`config.mk`:
```
export PLATFORM = sky130hd
export DESIGN_NAME = mem_readback_tx_flat
export DESIGN_NICKNAME = d
export VERILOG_FILES = /design/src/rtl/mem_readback_tx_pkg.sv /design/src/rtl/mem_readback_tx_if.sv /design/src/rtl/mem_readback_tx_sync_2ff.sv /design/src/rtl/mem_readback_tx.sv /design/src/flat_wrapper.sv
export SDC_FILE = /design/constraint.sdc
export NUM_CORES = 1
export LEC_CHECK = 0
export ABC_AREA = 1
export CORE_MARGIN = 5
export CORE_UTILIZATION = 40
export DETAILED_ROUTE_END_ITERATION = 8
export GPL_TIMING_DRIVEN = 0
export PLACE_DENSITY = 0.71
export SLEW_MARGIN = 20
export SYNTH_ARGS = -nofsm -noshare
export SYNTH_HDL_FRONTEND = slang
export SYNTH_SLANG_ARGS = --single-unit
export TNS_END_PERCENT = 5
```
`constraint.sdc`:
```
create_clock -name clk -period 2.1 [get_ports clk]
set_clock_uncertainty 0.1 [all_clocks]
set_input_delay 0.63 -clock clk [delete_from_list [all_inputs] [get_ports clk]]
set_output_delay 0.63 -clock clk [all_outputs]
set_load 0.01 [all_outputs]
```
`src/rtl/mem_readback_tx_pkg.sv`:
```
// Shared definitions for the on-chip memory test read/write paths.
//   ADDR_BITS_DEF  : default memory address width (depth = 2**ADDR_BITS_DEF)
//   DATA_BITS_DEF  : default memory word width, a multiple of 8
//   BYTES_PER_WORD : bytes per word at the default width
//   rb_state_e     : readback transmitter FSM states
package mem_test_pkg;

  localparam int ADDR_BITS_DEF  = 5;
  localparam int DATA_BITS_DEF  = 16;
  localparam int BYTES_PER_WORD = DATA_BITS_DEF / 8;

  typedef enum logic [2:0] {
    ST_IDLE     = 3'd0,
    ST_READ     = 3'd1,
    ST_LATCH    = 3'd2,
    ST_SEND     = 3'd3,
    ST_WAIT_ACK = 3'd4
  } rb_state_e;

endpackage

```
`src/rtl/mem_readback_tx_if.sv`:
```
// Bundle of the readback transmitter's control, memory read port and host
// handshake signals.
//   slave  : the transmitter side (mem_readback_tx)
//   master : the side that issues start, serves memory data and acks bytes
interface mem_readback_tx_if #(
  parameter int ADDR_BITS = mem_test_pkg::ADDR_BITS_DEF,
  parameter int DATA_BITS = mem_test_pkg::DATA_BITS_DEF
);
  logic                 start;
  logic [ADDR_BITS-1:0] start_addr;
  logic [ADDR_BITS:0]   length;
  logic [ADDR_BITS-1:0] mem_addr;
  logic                 mem_re;
  logic [DATA_BITS-1:0] mem_rdata;
  logic [7:0]           tx_data;
  logic                 tx_req;
  logic                 tx_ack_async;
  logic                 busy;
  logic                 done;

  modport slave (
    input  start, start_addr, length, mem_rdata, tx_ack_async,
    output mem_addr, mem_re, tx_data, tx_req, busy, done
  );

  modport master (
    output start, start_addr, length, mem_rdata, tx_ack_async,
    input  mem_addr, mem_re, tx_data, tx_req, busy, done
  );
endinterface

```
`src/rtl/mem_readback_tx_sync_2ff.sv`:
```
// Two-flop synchronizer for a single asynchronous level/toggle input.
//   clk   : destination clock
//   rst_n : asynchronous active-low reset, both flops clear to 0
//   d_i   : asynchronous input
//   q_o   : synchronized output, two clk cycles of latency
module sync_2ff (
  input  logic clk,
  input  logic rst_n,
  input  logic d_i,
  output logic q_o
);

  logic meta_q;
  logic sync_q;

  always_ff @(posedge clk or negedge rst_n) begin
    if (!rst_n) begin
      meta_q <= 1'b0;
      sync_q <= 1'b0;
    end else begin
      meta_q <= d_i;
      sync_q <= meta_q;
    end
  end

  assign q_o = sync_q;

endmodule

```
`src/rtl/mem_readback_tx.sv`:
```
// Memory readback transmitter: reads a run of words from the memory under
// test and streams them LSB-byte first to an off-chip host with a two-phase
// toggle handshake (tx_req toggles per byte, host echoes on tx_ack_async).
// Optional macro MEM_READBACK_CHECKSUM_EN appends an XOR checksum byte.
//   clk, rst_n : clock, asynchronous active-low reset
//   bus.start/start_addr/length : run request (length 0 = no words)
//   bus.mem_addr/mem_re/mem_rdata : synchronous memory read port
//   bus.tx_data/tx_req/tx_ack_async : host byte handshake
//   bus.busy/done : run status
//
// state    | meaning
// ---------+-----------------------------------------------------------
// IDLE     | waiting for start
// READ     | mem_re asserted for the current word address
// LATCH    | memory data valid, load it into the shift register
// SEND     | present next byte on tx_data and toggle tx_req
// WAIT_ACK | wait until synchronized ack matches tx_req
module mem_readback_tx
  import mem_test_pkg::*;
#(
  parameter int ADDR_BITS = ADDR_BITS_DEF,
  parameter int DATA_BITS = DATA_BITS_DEF
) (
  input  logic               clk,
  input  logic               rst_n,
  mem_readback_tx_if.slave   bus
);

  localparam int BYTES = DATA_BITS / 8;
  localparam int IDX_W = (BYTES > 1) ? $clog2(BYTES) : 1;

  rb_state_e            state_q, state_d;
  logic [ADDR_BITS-1:0] addr_q, addr_d;
  logic [ADDR_BITS:0]   remaining_q, remaining_d;
  logic [DATA_BITS-1:0] shift_q, shift_d;
  logic [IDX_W-1:0]     bytes_left_q, bytes_left_d;
  logic [7:0]           tx_data_q, tx_data_d;
  logic                 tx_req_q, tx_req_d;
  logic                 done_q, done_d;
  logic                 ack_s;
  logic                 in_csum;
`ifdef MEM_READBACK_CHECKSUM_EN
  logic [7:0]           csum_q, csum_d;
  logic                 csum_phase_q, csum_phase_d;
`endif

  sync_2ff u_ack_sync (
    .clk   (clk),
    .rst_n (rst_n),
    .d_i   (bus.tx_ack_async),
    .q_o   (ack_s)
  );

`ifdef MEM_READBACK_CHECKSUM_EN
  assign in_csum = csum_phase_q;
`else
  assign in_csum = 1'b0;
`endif

  always_comb begin
    state_d      = state_q;
    addr_d       = addr_q;
    remaining_d  = remaining_q;
    shift_d      = shift_q;
    bytes_left_d = bytes_left_q;
    tx_data_d    = tx_data_q;
    tx_req_d     = tx_req_q;
    done_d       = 1'b0;
`ifdef MEM_READBACK_CHECKSUM_EN
    csum_d       = csum_q;
    csum_phase_d = csum_phase_q;
`endif
    unique case (state_q)
      ST_IDLE: begin
        if (bus.start) begin
`ifdef MEM_READBACK_CHECKSUM_EN
          csum_d       = 8'h00;
          csum_phase_d = (bus.length == '0);
`endif
          if (bus.length != '0) begin
            addr_d      = bus.start_addr;
            remaining_d = bus.length;
            state_d     = ST_READ;
          end else begin
`ifdef MEM_READBACK_CHECKSUM_EN
            // empty run still carries the (zero) checksum byte
            state_d = ST_SEND;
`else
            done_d  = 1'b1;
`endif
          end
        end
      end
      ST_READ: state_d = ST_LATCH;
      ST_LATCH: begin
        shift_d      = bus.mem_rdata;
        bytes_left_d = IDX_W'(BYTES - 1);
        state_d      = ST_SEND;
      end
      ST_SEND: begin
        tx_req_d  = ~tx_req_q;
        tx_data_d = shift_q[7:0];
`ifdef MEM_READBACK_CHECKSUM_EN
        if (csum_phase_q) tx_data_d = csum_q;
        else              csum_d    = csum_q ^ shift_q[7:0];
`endif
        state_d = ST_WAIT_ACK;
      end
      ST_WAIT_ACK: begin
        if (ack_s == tx_req_q) begin
          if (in_csum) begin
`ifdef MEM_READBACK_CHECKSUM_EN
            csum_phase_d = 1'b0;
`endif
            done_d  = 1'b1;
            state_d = ST_IDLE;
          end else if (bytes_left_q != '0) begin
            shift_d      = shift_q >> 8;
            bytes_left_d = bytes_left_q - IDX_W'(1);
            state_d      = ST_SEND;
          end else if (remaining_q > (ADDR_BITS+1)'(1)) begin
            // address wraps naturally at 2**ADDR_BITS
            addr_d      = addr_q + ADDR_BITS'(1);
            remaining_d = remaining_q - (ADDR_BITS+1)'(1);
            state_d     = ST_READ;
          end else begin
`ifdef MEM_READBACK_CHECKSUM_EN
            csum_phase_d = 1'b1;
            state_d      = ST_SEND;
`else
            done_d  = 1'b1;
            state_d = ST_IDLE;
`endif
          end
        end
      end
      default: state_d = ST_IDLE;
    endcase
  end

  always_ff @(posedge clk or negedge rst_n) begin
    if (!rst_n) begin
      state_q      <= ST_IDLE;
      addr_q       <= '0;
      remaining_q  <= '0;
      shift_q      <= '0;
      bytes_left_q <= '0;
      tx_data_q    <= 8'h00;
      tx_req_q     <= 1'b0;
      done_q       <= 1'b0;
`ifdef MEM_READBACK_CHECKSUM_EN
      csum_q       <= 8'h00;
      csum_phase_q <= 1'b0;
`endif
    end else begin
      state_q      <= state_d;
      addr_q       <= addr_d;
      remaining_q  <= remaining_d;
      shift_q      <= shift_d;
      bytes_left_q <= bytes_left_d;
      tx_data_q    <= tx_data_d;
      tx_req_q     <= tx_req_d;
      done_q       <= done_d;
`ifdef MEM_READBACK_CHECKSUM_EN
      csum_q       <= csum_d;
      csum_phase_q <= csum_phase_d;
`endif
    end
  end

  assign bus.mem_addr = addr_q;
  assign bus.mem_re   = (state_q == ST_READ);
  assign bus.tx_data  = tx_data_q;
  assign bus.tx_req   = tx_req_q;
  assign bus.busy     = (state_q != ST_IDLE);
  assign bus.done     = done_q;

endmodule

```
`src/flat_wrapper.sv`:
```
// flat-port wrapper written by rule: the top's interface ports become plain ports
module mem_readback_tx_flat import mem_test_pkg::*;
#(
  parameter int ADDR_BITS = ADDR_BITS_DEF,
  parameter int DATA_BITS = DATA_BITS_DEF
)
  (clk, rst_n, bus_start, bus_start_addr, bus_length, bus_mem_rdata, bus_tx_ack_async, bus_mem_addr, bus_mem_re, bus_tx_data, bus_tx_req, bus_busy, bus_done);
  mem_readback_tx_if #(.ADDR_BITS(ADDR_BITS), .DATA_BITS(DATA_BITS)) bus_i ();
  input  logic clk;
  input  logic rst_n;
  input wire logic [$bits(bus_i.start)-1:0] bus_start;
  input wire logic [$bits(bus_i.start_addr)-1:0] bus_start_addr;
  input wire logic [$bits(bus_i.length)-1:0] bus_length;
  input wire logic [$bits(bus_i.mem_rdata)-1:0] bus_mem_rdata;
  input wire logic [$bits(bus_i.tx_ack_async)-1:0] bus_tx_ack_async;
  output wire logic [$bits(bus_i.mem_addr)-1:0] bus_mem_addr;
  output wire logic [$bits(bus_i.mem_re)-1:0] bus_mem_re;
  output wire logic [$bits(bus_i.tx_data)-1:0] bus_tx_data;
  output wire logic [$bits(bus_i.tx_req)-1:0] bus_tx_req;
  output wire logic [$bits(bus_i.busy)-1:0] bus_busy;
  output wire logic [$bits(bus_i.done)-1:0] bus_done;
  assign bus_i.start = bus_start;
  assign bus_i.start_addr = bus_start_addr;
  assign bus_i.length = bus_length;
  assign bus_i.mem_rdata = bus_mem_rdata;
  assign bus_i.tx_ack_async = bus_tx_ack_async;
  assign bus_mem_addr = bus_i.mem_addr;
  assign bus_mem_re = bus_i.mem_re;
  assign bus_tx_data = bus_i.tx_data;
  assign bus_tx_req = bus_i.tx_req;
  assign bus_busy = bus_i.busy;
  assign bus_done = bus_i.done;
  mem_readback_tx #(.ADDR_BITS(ADDR_BITS), .DATA_BITS(DATA_BITS)) u_core (.clk(clk), .rst_n(rst_n), .bus(bus_i));
endmodule
```
Word-level counts from Yosys, hierarchy flattened

Cells that the tools add are included.

Bitwise operators: 1
Shift-type cells: 0
Magnitude comparators: 1
Divide/modulo/power cells: 0
Multipliers: 0
$add $sub $neg: 3
Eq/ne operators: 11
Multiplexer cells: 30
Reductions and logical operators: 9

Operators with widths:

| operator              | count |
|---|---|
| $mux W16              | 2 |
| $pmux W16 S2          | 1 |
| $mux W6               | 5 |
| $mux W5               | 5 |
| $pmux W3 S5           | 1 |
| $mux W3               | 4 |
| $pmux W6 S2           | 1 |
| $pmux W5 S2           | 1 |
| $mux W1               | 8 |
| $ne A2 B1 Y1 const B  | 4 |
| $eq A3 B2 Y1 const B  | 2 |
| $gt A6 B1 Y1 const B  | 1 |
| $reduce_and A3 Y1     | 2 |
| $reduce_and A6 Y1     | 1 |
| $reduce_bool A6 Y1    | 1 |
| $sub A6 B1 Y6 const B | 1 |
| $add A5 B1 Y5 const B | 1 |
| $ne A2 B2 Y1 const B  | 2 |
| $pmux W1 S2           | 2 |
| $reduce_bool A2 Y1    | 2 |
| $eq A3 B1 Y1 const B  | 1 |
| $eq A3 B3 Y1 const B  | 1 |
| $logic_not A3 Y1      | 1 |
| $reduce_bool A3 Y1    | 1 |
| other kinds (4)       | 4 |

Output and inout port bits: 17
ROM bits: 0
Memories kept: 0
Memory bits (writable): 0
Latch bits: 0
Register bits after elaboration: 43

Logic depth before layout (Yosys ltp)

Depth in word-level cells: 5
Depth in mapped cells: 11

Hierarchy

Synthesis repeated with hierarchy kept, for this count alone.

Cell total of the unflattened synthesis: 292
Area, all modules: 2239.6 sq um

By module, submodules not included:

| module          | area an instance (sq um) | cells an instance | times used | seq. area each (sq um) |
|---|---|---|---|---|
| mem_readback_tx | 2189.6                   | 290               | 1          | 1026.0 |
| sync_2ff        | 50.0                     | 2                 | 1          | 50.0 |

Least setup slack after synthesis

No wires, ideal clock.

Kind: register -> register
Start point: reg u_core.remaining_q[0]
End point: reg u_core.addr_q[0], in the netlist u_core.bus.mem_addr[0]
Path buffers: 1
Stages on the path, launching flop included: 11
Setup time: 0.066 ns
Data required time: 1.934 ns
Data arrival time: 1.416 ns
Slack: 0.518 ns
Cell sequence: dfrtp_1 -> inv_1 -> ha_1 -> inv_1 -> nand2_1 -> nand3_1 -> nand2_1 -> nand2_1 -> clkbuf_1 -> nand3_1 -> nand2_1

Word-level cells in the longest chain between the ends: 3

RTL lines:

| what                               | RTL line               | text |
|---|---|---|
| start, declared                    | mem_readback_tx.sv:34  | `logic [ADDR_BITS:0] remaining_q, remaining_d;` |
| start signal, assigned             | mem_readback_tx.sv:158 | `remaining_q <= remaining_d;` |
| $gt A6 B1 Y1                       | mem_readback_tx.sv:121 | `end else if (remaining_q > (ADDR_BITS+1)'(1)) begin` |
| $ne A2 B1 Y1 (no source line)      | --                     |  |
| $reduce_and A6 Y1 (no source line) | --                     |  |
| end signal, assigned               | mem_readback_tx.sv:157 | `addr_q <= addr_d;` |
| end, declared                      | mem_readback_tx.sv:33  | `logic [ADDR_BITS-1:0] addr_q, addr_d;` |

No other way between the ends.
A chain may end at the register's enable or synchronous reset.

Worst setup path in the final report

Start point: reg u_core.addr_q[0], in the netlist u_core.bus.mem_addr[0]
End point: out bus_mem_addr[0]

RTL lines:

| what          | RTL line           | text |
|---|---|---|
| end, declared | flat_wrapper.sv:16 | `output wire logic [$bits(bus_i.mem_addr)-1:0] bus_mem_addr;` |

No word-level cell between the ends.

==> metrics.csv <==
stage;metric;value;unit
yosys;synthesized area divided by synthesized cell count;7.43;sq um
yosys;Gate Count Post-Synth;299;
yosys;Synthesized Nets;333;
worst_setup_path;CP bufs+invs;1;
detailed_routing;number of search-and-repair iterations in the first detailed-routing pass;4;
pwr;switching power;0.00162;W
detailed_routing;remaining routing DRC violations;0;
clock_tree;maximum clock path buffer count;2;
worst_setup_path;critical path class;reg2out;
worst_setup_path;required time worst endpoint;1.37;ns
yosys;most frequently used flop master after synthesis;sky130_fd_sc_hd__dfrtp_1;
yosys;Synth Warn #;0;
yosys;Async SR Flop Fraction;1.00;
worst_setup_path;slowest cell on the critical path;sky130_fd_sc_hd__clkdlybuf4s50_1;
finish;number of diodes added for antenna fixing;0;
clock_tree;clock latency on the worst-skew pair;0.29;ns
finish;Finished Cell Area;0.00295;sq mm
detailed_routing;average vias per placed instance;4.87;
yosys;number of distinct standard cells referenced by the synthesized netlist;24;
finish;area growth from synthesis to final layout;32.6;%
timing;worst-case setup margin in the final layout;0.0516;ns
yosys;library cell occupying the most area in the post-synthesis netlist;sky130_fd_sc_hd__dfrtp_1;
clock_tree;root cell of the clock tree;sky130_fd_sc_hd__clkbuf_8;
floorplan;area inside the core boundary;0.00544;sq mm
pwr;share of total power in the clock network;0.184;
grt;number of antenna violations at the first check in global routing;0;
timing;final critical delay including setup and external delays;2.05;ns
placement;Inst Count DP;419;
yosys;number of enable flip-flop cells after synthesis;0;
timing;final-report hold violation count;0;
timing;Max-slew headroom;0.656;
pwr;maximum ir drop on the vdd rail;0.000716;V
yosys;Seq cells post-synth;43;
clock_tree;count of clock tree sinks;43;
timing;Max Freq;488;MHz
job;max-cap viol count;0;
grt;global-route wire length before repair;9.09;mm
detailed_routing;post-detailed-route wirelength per cell;12.3;um
pwr;leakage power;1.51;nW
floorplan;placement row count;27;
grt;met1 Usage GRT;0.206;
finish;fraction of layout instances using a drive strength above 1;0.0901;
grt;overall overflow remaining after global route;0;
timing;Slew @ Worst Pin;0.516;ns
timing;Final Max Slew Viols;0;
worst_setup_path;maximum fanout count along the critical path;6;
floorplan;Starting Density;0.409;
placement;post-placement worst setup slack;-0.0242;ns
timing;setup repair after global routing missed its margin;yes;
clock_tree;total clock buffers created by CTS;5;
finish;end-of-flow core utilization;0.542;
yosys;sequential share of the synthesized area;0.484;
grt;largest net degree at the start of global routing;24;
floorplan;Die Y-Extent;84.5;um
yosys;most instantiated library cell after synthesis;sky130_fd_sc_hd__nand2_1;
clock_tree;clock-pin slew on the worst setup and hold paths;0.08;ns
floorplan;width of the die;84.5;um
floorplan;full die area;0.00715;sq mm
worst_setup_path;critical path endpoint category;primary output;
grt;vias in the first global route;2051;
timing;portion of the clock cycle consumed by the worst path in the final layout;0.975;
pwr;register share of total power;0.363;
yosys;share of the synthesized area in the top cell type;0.484;
grt;GRT busiest layer;met2;
pwr;Internal;0.00246;W
floorplan;IO Count;48;
clock_tree;number of H-tree levels;2;
timing;setup-violating endpoint count in the final report;0;
placement;HPWL reported at the end of detailed placement;3.91;mm
yosys;post-synth design cell area;0.00222;sq mm
grt;met2 track demand over resource;0.243;
pwr;combinational fraction of design power;0.453;
worst_setup_path;startpoint kind of the worst setup timing path;register;
grt;met3 demand-to-capacity share in global routing;0.0471;
detailed_routing;via count;2079;
pwr;pwr/cell area;1390;mW/mm^2
worst_setup_path;cell chain of the critical path;clkdlybuf4s50_1;
clock_tree;TritonCTS clock tree;built;
min_path;class of the tightest hold or removal check;in2async;
detailed_routing;count of nets left with antenna violations after detail routing;0;
yosys;cell types occupying the most area after synthesis;sky130_fd_sc_hd__dfrtp_1 (48%), sky130_fd_sc_hd__nand2_1 (21%), sky130_fd_sc_hd__nand3_1 (5.2%), sky130_fd_sc_hd__inv_1 (4.4%), sky130_fd_sc_hd__o21ai_1 (3.6%);
pwr;switching share of total power;0.397;
detailed_routing;drt first-iter violations;82;
placement;final weighted congestion of routability-driven global placement;0.820;
yosys;most common library cells after synthesis;sky130_fd_sc_hd__nand2_1 (127), sky130_fd_sc_hd__dfrtp_1 (43), sky130_fd_sc_hd__inv_1 (26), sky130_fd_sc_hd__nand3_1 (23), sky130_fd_sc_hd__nor2_1 (18);
grt;overall global routing resource usage;0.155;
finish;number of non-filler instances in the completed layout;427;
worst_setup_path;delay contributed by the slowest stage of the critical path;0.57;ns
placement;Buffers on Ports;47;
placement;post-detailed-placement cell area;0.00281;sq mm
run_status;status;completed;
worst_setup_path;kind of cell adding the most delay to the critical path;buffers and inverters;
detailed_routing;WL final;5.27;mm
finish;post-layout net count;388;
worst_setup_path;critical path data arrival time;1.32;ns
[routing by layer]
layer,up-vias,wire (um)
met5,-,0
met4,0,63
met3,8,402
met2,64,2340
met1,958,2460
li1,1049,-
[power groups by stage]
stage                     sequential (W)  clock [W]  combinational [W]
after global placement           0.00148          0            0.00182
final                            0.00148   0.000752            0.00185
after global routing             0.00153   0.000805            0.00213
after CTS                        0.00147   0.000772            0.00187
after detailed placement         0.00149          0            0.00187
after floorplan                  0.00149          0            0.00117
[final cells by class]
type	instances	area, sq um
Buffer	10	55.1
Clock inverter	2	60.1
Timing Repair Buffer	48	490
Multi-Input combinational cell	217	985
Clock buffer	6	72.6
Tap cell	72	90.1
Sequential cell	43	1080
Fill cell	512	2490
Inverter	29	114
[layout by cell type (no fill, tap or decap), types with 2 or more instances in the layout]
cell type / instances
sky130_fd_sc_hd__nand3_1: 23
sky130_fd_sc_hd__dfrtp_1: 40
sky130_fd_sc_hd__buf_2: 6
sky130_fd_sc_hd__clkbuf_8: 5
sky130_fd_sc_hd__nand2_4: 3
sky130_fd_sc_hd__nor2_4: 2
sky130_fd_sc_hd__o21ai_1: 16
sky130_fd_sc_hd__bufinv_16: 2
sky130_fd_sc_hd__nand2_1: 126
sky130_fd_sc_hd__dlygate4sd2_1: 2
sky130_fd_sc_hd__nand2_2: 2
sky130_fd_sc_hd__clkdlybuf4s50_1: 44
sky130_fd_sc_hd__ha_1: 3
sky130_fd_sc_hd__o21ai_0: 14
sky130_fd_sc_hd__nor2_1: 18
sky130_fd_sc_hd__dfrtp_2: 3
sky130_fd_sc_hd__inv_1: 26
sky130_fd_sc_hd__clkbuf_1: 4
sky130_fd_sc_hd__nand4_1: 4
sky130_fd_sc_hd__inv_4: 2
[worst paths after layout]
path                                          endpoint  slack, ns  cells after the start                     start
worst max-delay path                   bus_mem_addr[0]       0.05                      1    u_core.bus.mem_addr[0]
worst min-delay path             u_core.remaining_q[4]       0.20                      1                     rst_n
worst max register to register   u_core.remaining_q[1]       0.19                     10     u_core.remaining_q[0]
worst min register to register   u_core.u_ack_sync.q_o       0.25                      0  u_core.u_ack_sync.meta_q
max in group asynchronous       u_core.bus.mem_addr[2]       1.19                      2                     rst_n
min in group clk                 u_core.u_ack_sync.q_o       0.25                      0  u_core.u_ack_sync.meta_q
[state kept, by name, indices dropped and copies added, names as in the netlist]
name	flops
u_core.shift_q	16
u_core.bus.tx_data	8
u_core.remaining_q	6
u_core.bus.mem_addr	5
u_core.state_q	3
u_core.bus.done	1
u_core.bus.tx_req	1
u_core.bytes_left_q	1
u_core.u_ack_sync.meta_q	1
u_core.u_ack_sync.q_o	1
[kinds of logic after synthesis]
group	Yosys count	share of synthesized area
AND/OR/NAND/NOR	180	0.341
flip-flops	43	0.484
adder cells (fa/ha/maj)	3	0.0169
buffers and inverters	39	0.0760
XOR/XNOR	1	0.00394
AO/OA/AOI/OAI	33	0.0777
[repair_timing]
action                                 CTS  global route
setup buffers                            0             0
resized for setup                        4             3
endpoints found under the hold margin    0             0
setup endpoints to repair                2             3
hold buffers                             0             0
[per-stage QoR]
step                      setup TNS, ns  hold slack [ns]  power (W)
final                                 0            0.199    0.00409
after global routing           -0.00120            0.235    0.00447
after CTS                             0            0.211    0.00412
after detailed placement        -0.0967            0.237    0.00336
after global placement           -37.78            0.234    0.00330
after floorplan                       0            0.231    0.00266
Note: power is estimated with default switching activity, not from simulation.
